File: config.mk
export PLATFORM = sky130hd
export DESIGN_NAME = pcie_app_rst_ctrl
export DESIGN_NICKNAME = d
export VERILOG_FILES = /design/src/rtl/pcie_app_rst_ctrl.sv
export SDC_FILE = /design/constraint.sdc
export NUM_CORES = 1
export LEC_CHECK = 0
export ABC_AREA = 1
export CORE_ASPECT_RATIO = 1.25
export CORE_MARGIN = 2
export CORE_UTILIZATION = 45
export CTS_BUF_LIST = sky130_fd_sc_hd__clkbuf_8
export DETAILED_ROUTE_END_ITERATION = 10
export GPL_TIMING_DRIVEN = 0
export PLACE_DENSITY_LB_ADDON = 0.2
export SETUP_SLACK_MARGIN = 0.2
export SYNTH_ARGS = -nofsm -noshare
export SYNTH_HDL_FRONTEND = slang
export SYNTH_SLANG_ARGS = --single-unit
export TNS_END_PERCENT = 10
File: constraint.sdc
create_clock -name pld_clk -period 2.82 [get_ports pld_clk]
set_input_delay 0.705 -clock pld_clk [delete_from_list [all_inputs] [get_ports pld_clk]]
set_output_delay 0.705 -clock pld_clk [all_outputs]
set_load 0.05 [all_outputs]
File: src/rtl/pcie_app_rst_ctrl.sv
// Application reset and link-qualification controller: releases user logic after stable L0,
// drains on link loss, pulses retrain on L0 timeout. Optional macro: PCIE_APP_RST_SIM_SHORTEN_EN.
module pcie_app_rst_ctrl #(
   parameter int unsigned STABLE_CYCLES  = 16,
   parameter int unsigned TIMEOUT_CYCLES = 1000000,
   parameter int unsigned TMO_W          = 20,
   parameter int unsigned DRAIN_CYCLES   = 256,
   parameter logic [4:0]  L0_CODE        = 5'h0F
) (
   input  logic       pld_clk,
   input  logic       app_rstn,
   input  logic [4:0] ltssm,
   input  logic       quiesce_ack,
   input  logic       test_sim,
   output logic       user_rstn,
   output logic       tx_en,
   output logic       quiesce_req,
   output logic       retrain_req,
   output logic [1:0] link_state,
   output logic [7:0] timeout_count
);

   localparam int unsigned SW = $clog2(STABLE_CYCLES + 4);
   localparam int unsigned DW = $clog2(DRAIN_CYCLES + 16);

   typedef enum logic [1:0] {
      WAIT_L0 = 2'd0,
      LINK_UP = 2'd1,
      DRAIN   = 2'd2,
      TIMEOUT = 2'd3
   } state_t;

   state_t           state, state_nx;
   logic [4:0]       ltssm_r;
   logic [SW-1:0]    stable_cnt, stable_nx;
   logic [TMO_W-1:0] tmo_cnt, tmo_nx;
   logic [DW-1:0]    drain_cnt, drain_nx;
   logic [7:0]       tcount_nx;
   logic [31:0]      stable_last, tmo_last, drain_last;
   logic             is_l0;

`ifdef PCIE_APP_RST_SIM_SHORTEN_EN
   assign stable_last = test_sim ? 32'd3   : STABLE_CYCLES - 1;
   assign tmo_last    = test_sim ? 32'd255 : TIMEOUT_CYCLES - 1;
   assign drain_last  = test_sim ? 32'd15  : DRAIN_CYCLES - 1;
`else
   logic unused_test_sim;
   assign unused_test_sim = test_sim;
   assign stable_last     = STABLE_CYCLES - 1;
   assign tmo_last        = TIMEOUT_CYCLES - 1;
   assign drain_last      = DRAIN_CYCLES - 1;
`endif

   assign is_l0      = (ltssm_r == L0_CODE);
   assign link_state = state;

   always_ff @(posedge pld_clk or negedge app_rstn) begin
      if (!app_rstn) ltssm_r <= '0;
      else           ltssm_r <= ltssm;
   end

   always_comb begin
      state_nx  = state;
      stable_nx = stable_cnt;
      tmo_nx    = tmo_cnt;
      drain_nx  = drain_cnt;
      case (state)
         WAIT_L0: begin
            stable_nx = is_l0 ? stable_cnt + SW'(1) : '0;
            tmo_nx    = tmo_cnt + TMO_W'(1);
            // Qualification is tested first so it wins over a coincident timeout.
            if (is_l0 && (32'(stable_cnt) == stable_last)) state_nx = LINK_UP;
            else if (32'(tmo_cnt) == tmo_last)             state_nx = TIMEOUT;
         end
         TIMEOUT: begin
            state_nx  = WAIT_L0;
            stable_nx = '0;
            tmo_nx    = '0;
            drain_nx  = '0;
         end
         LINK_UP: begin
            if (!is_l0) begin
               state_nx = DRAIN;
               drain_nx = '0;
            end
         end
         DRAIN: begin
            drain_nx = drain_cnt + DW'(1);
            if (quiesce_ack || (32'(drain_cnt) == drain_last)) begin
               state_nx  = WAIT_L0;
               stable_nx = '0;
               tmo_nx    = '0;
               drain_nx  = '0;
            end else if (is_l0) begin
               state_nx = LINK_UP;
            end
         end
         default: state_nx = WAIT_L0;
      endcase
      tcount_nx = timeout_count;
      if ((state_nx == TIMEOUT) && (timeout_count != 8'hFF)) tcount_nx = timeout_count + 8'd1;
   end

   // Outputs are decoded from the next state so they change on the same edge as the state.
   always_ff @(posedge pld_clk or negedge app_rstn) begin
      if (!app_rstn) begin
         state         <= WAIT_L0;
         stable_cnt    <= '0;
         tmo_cnt       <= '0;
         drain_cnt     <= '0;
         user_rstn     <= 1'b0;
         tx_en         <= 1'b0;
         quiesce_req   <= 1'b0;
         retrain_req   <= 1'b0;
         timeout_count <= '0;
      end else begin
         state         <= state_nx;
         stable_cnt    <= stable_nx;
         tmo_cnt       <= tmo_nx;
         drain_cnt     <= drain_nx;
         user_rstn     <= (state_nx == LINK_UP) || (state_nx == DRAIN);
         tx_en         <= (state_nx == LINK_UP);
         quiesce_req   <= (state_nx == DRAIN);
         retrain_req   <= (state_nx == TIMEOUT);
         timeout_count <= tcount_nx;
      end
   end

endmodule

==> results.yml <==
clock_network:
  holdBufCountCts: 0
  clk_pin_slew_ns: 0.10
  ctsHtreeMaxLevel: 2
  max-clock-path-buffers: 2
  cts_tree: "yes"
  clock_root_buffer_master: "sky130_fd_sc_hd__clkbuf_8"
  clock_latency_on_the_worst_skew_pair_ns: 0.30
  cts_buffers: 5
  clock_sink_count: 53
die:
  fp-row-count: 32
  design.portCount: 23
  die_w_um: 75.90
  dieHeight_um: 93.88
  initial_core_util: 0.4685
  dieArea_um2: 7125
  placeableCoreArea_um2: 6206
final_layout:
  design.final.nets: 439
  fillerInstances: 598
  final_common_cell: "sky130_fd_sc_hd__nand2_1"
  final_util: 0.5526
  mostFrequentLayoutCells: "sky130_fd_sc_hd__nand2_1, sky130_fd_sc_hd__inv_1, sky130_fd_sc_hd__dfrtp_1, sky130_fd_sc_hd__nor2_1, sky130_fd_sc_hd__nand3_1"
  n_antenna_cell: 0
  areaGrowthSynthToFinish_pct: 17.94
  drive_above_1_share: 0.1124
synth:
  synth_top_flop_cell: "sky130_fd_sc_hd__dfrtp_1"
  yosysSeqAreaShare: 0.4561
  synth_area_leaders: "sky130_fd_sc_hd__dfrtp_1, sky130_fd_sc_hd__nand2_1, sky130_fd_sc_hd__inv_1"
  synth_top_area_cell: "sky130_fd_sc_hd__dfrtp_1"
  synthesis.area_um2: 2908
  syn_nets: 404
  postSynthRegisterBits: 53
  synthCells: 382
  synth_enable_flop_cells: 0
  yosysWarningCount: 0
  asyncSetResetFlopFracSynth: 1.000
  synth.avg_cell_area_um2: 7.612
  synth_cell_type_count: 26
  post-synth-top-area-fraction: 0.4561
placement:
  buffer_ports.inserted: 21
  gp_congestion: 0.8299
  dp_hpwl_mm: 4.349
setup_path:
  worstSetupEndpointType: "flip-flop"
  critical_path_data_arrival_time_ns: 2.61
  timing.critical_path.from: "drain_cnt[0]$_DFFE_PN0P_"
  worst-r2r-setup-slack_ns: 0.41
  critPathLaunchType: "flip-flop"
  timing_worst_setup_path_type: "flip-flop to flip-flop"
  critical_path.max_fanout: 7
  cp_data_required_time_ns: 3.02
  worst_r2r_startpoint: "drain_cnt[0]$_DFFE_PN0P_"
power_and_ir_drop:
  cellLeakagePower_nw: 1.650
  design_power_total_mw: 2.572
  peakVddDrop_mv: 0.5465
  power_density_nw_per_um2: 749.9
grt:
  grt_start_max_net_pins: 40
  grt_pass1_wl_mm: 10.46
  grt_pass1_vias: 2430
  antenna_found_initial: 0
  globalRouteTotalUtil: 0.1785
  overflow: 0
sta:
  worst_slew_pin_slew_ns: 0.5121
  timing.final.max_slew_violations: 0
  finalSetupTns_ns: 0
  clock-skew-final_ns: 0.007127
  unrepaired_setup_endpoints_after_global_routing: "no"
  timing.fmax_mhz: 415.6
  hold_viol: 0
  fin_hold_ws_ns: 0.3053
  setup_viol_count_final: 0
  timing.final.crit_share: 0.8533
  slew_headroom: 0.6575
  min_tclk_post_route_ns: 2.406
detailed_routing:
  drtPass1Iterations: 5
  wl_mm: 5.939
  detailed_route_vias_per_instance: 4.909
  detail-route-antenna-nets: 0
  routed-via-count: 2469
  drt_drc_violations_left: 0
  first_iter_violations: 84
  routedWlPerCell_um: 11.81
job:
  drv.max_cap_violation_count: 0
outcome:
  outcome: "completed"
min_path:
  hold_path_class: "input port to async pin"
-- path summary, 6_finish.rpt --
path | to | cells past startpoint
worst max register to register | timeout_count[3]$_DFFE_PN0P_ | 19
worst min-delay path | drain_cnt[4]$_DFFE_PN0P_ | 1
max in group asynchronous | stable_cnt[2]$_DFFE_PN0P_ | 2
min in group pld_clk | tmo_cnt[17]$_DFFE_PN0P_ | 2
worst max-delay path | timeout_count[3]$_DFFE_PN0P_ | 19
worst min register to register | tmo_cnt[17]$_DFFE_PN0P_ | 2
-- logic make-up after synthesis --
kind of cell    synth area share
simple gates              0.3016
buf+inv                  0.08649
flops                     0.4561
compound gates           0.08133
fa+ha+maj                0.05594
xor+xnor                 0.01506
mux                     0.003442
-- critical path: stages (launching register included) --
cell	delay (ns)
sky130_fd_sc_hd__dfrtp_1	0.43
sky130_fd_sc_hd__ha_4	0.19
sky130_fd_sc_hd__nand3_2	0.09
sky130_fd_sc_hd__nor2_2	0.06
sky130_fd_sc_hd__nand2_1	0.10
sky130_fd_sc_hd__nor2_2	0.05
sky130_fd_sc_hd__ha_2	0.19
sky130_fd_sc_hd__nor2_2	0.14
sky130_fd_sc_hd__nand2_2	0.09
sky130_fd_sc_hd__inv_2	0.07
sky130_fd_sc_hd__o21ai_0	0.07
sky130_fd_sc_hd__nand3_1	0.10
sky130_fd_sc_hd__nand2_2	0.07
sky130_fd_sc_hd__inv_1	0.12
sky130_fd_sc_hd__ha_4	0.17
sky130_fd_sc_hd__o21ai_4	0.09
sky130_fd_sc_hd__inv_2	0.11
sky130_fd_sc_hd__nand2_1	0.06
sky130_fd_sc_hd__nand2_1	0.06
sky130_fd_sc_hd__nand2_1	0.05
-- layout make-up --
type	count	area (um2)	share of cell area
multi-input combinational	266	1385	0.4039
sequential	53	1326	0.3867
timing repair buffer	28	270.3	0.07880
inverter	61	229.0	0.06676
tap	85	106.4	0.03101
clock buffer	5	68.82	0.02007
buffer	2	22.52	0.006567
clock inverter	3	21.27	0.006202
-- routing by layer --
layer / wire, um / track usage
met5: 0 / 0
met4: 71 / 0.05455
met3: 211 / 0.03462
met2: 2981 / 0.3348
met1: 2675 / 0.2061
-- registers in the layout, indices dropped and copies added, names as in the netlist --
| register | cells |
|---|---|
| drain_cnt | 9 |
| link_state | 2 |
| ltssm_r | 5 |
| quiesce_req | 1 |
| retrain_req | 1 |
| stable_cnt | 5 |
| timeout_count | 8 |
| tmo_cnt | 20 |
| tx_en | 1 |
| user_rstn | 1 |
-- power breakdown --
group / switching [mW] / internal, mW / total, mW / leakage, nW
clock: 0.258 / 0.177 / 0.435 / 0.0445
sequential: 0.103 / 0.892 / 0.995 / 0.711
combinational: 0.767 / 0.375 / 1.14 / 0.894
-- timing repair --
action                                  CTS  global route
setup buffers                             2             4
pin swaps                                 0             3
gates resized for setup                   6            10
gates cloned                              0             0
endpoints found under the setup margin    8             8
-- stage by stage --
stage                     cells  worst slack, ns  cell area (um2)
after floorplan             382           0.3563             2908
after global placement      488          -0.6180             3224
after detailed placement    489          -0.1215             3239
after CTS                   499           0.2238             3354
after global routing        503           0.1583             3430
final                       503           0.4138             3430
-- synth_stat cells, types with 6 or more instances --
cell type / number
sky130_fd_sc_hd__o21ai_0: 16
sky130_fd_sc_hd__nor3_1: 6
sky130_fd_sc_hd__a21oi_1: 18
sky130_fd_sc_hd__ha_1: 13
sky130_fd_sc_hd__nand2_1: 97
sky130_fd_sc_hd__nand3_1: 35
sky130_fd_sc_hd__nor2_1: 48
sky130_fd_sc_hd__inv_1: 60
sky130_fd_sc_hd__nand4_1: 6
sky130_fd_sc_hd__dfrtp_1: 53
Note: power is estimated with default switching activity, not from simulation.
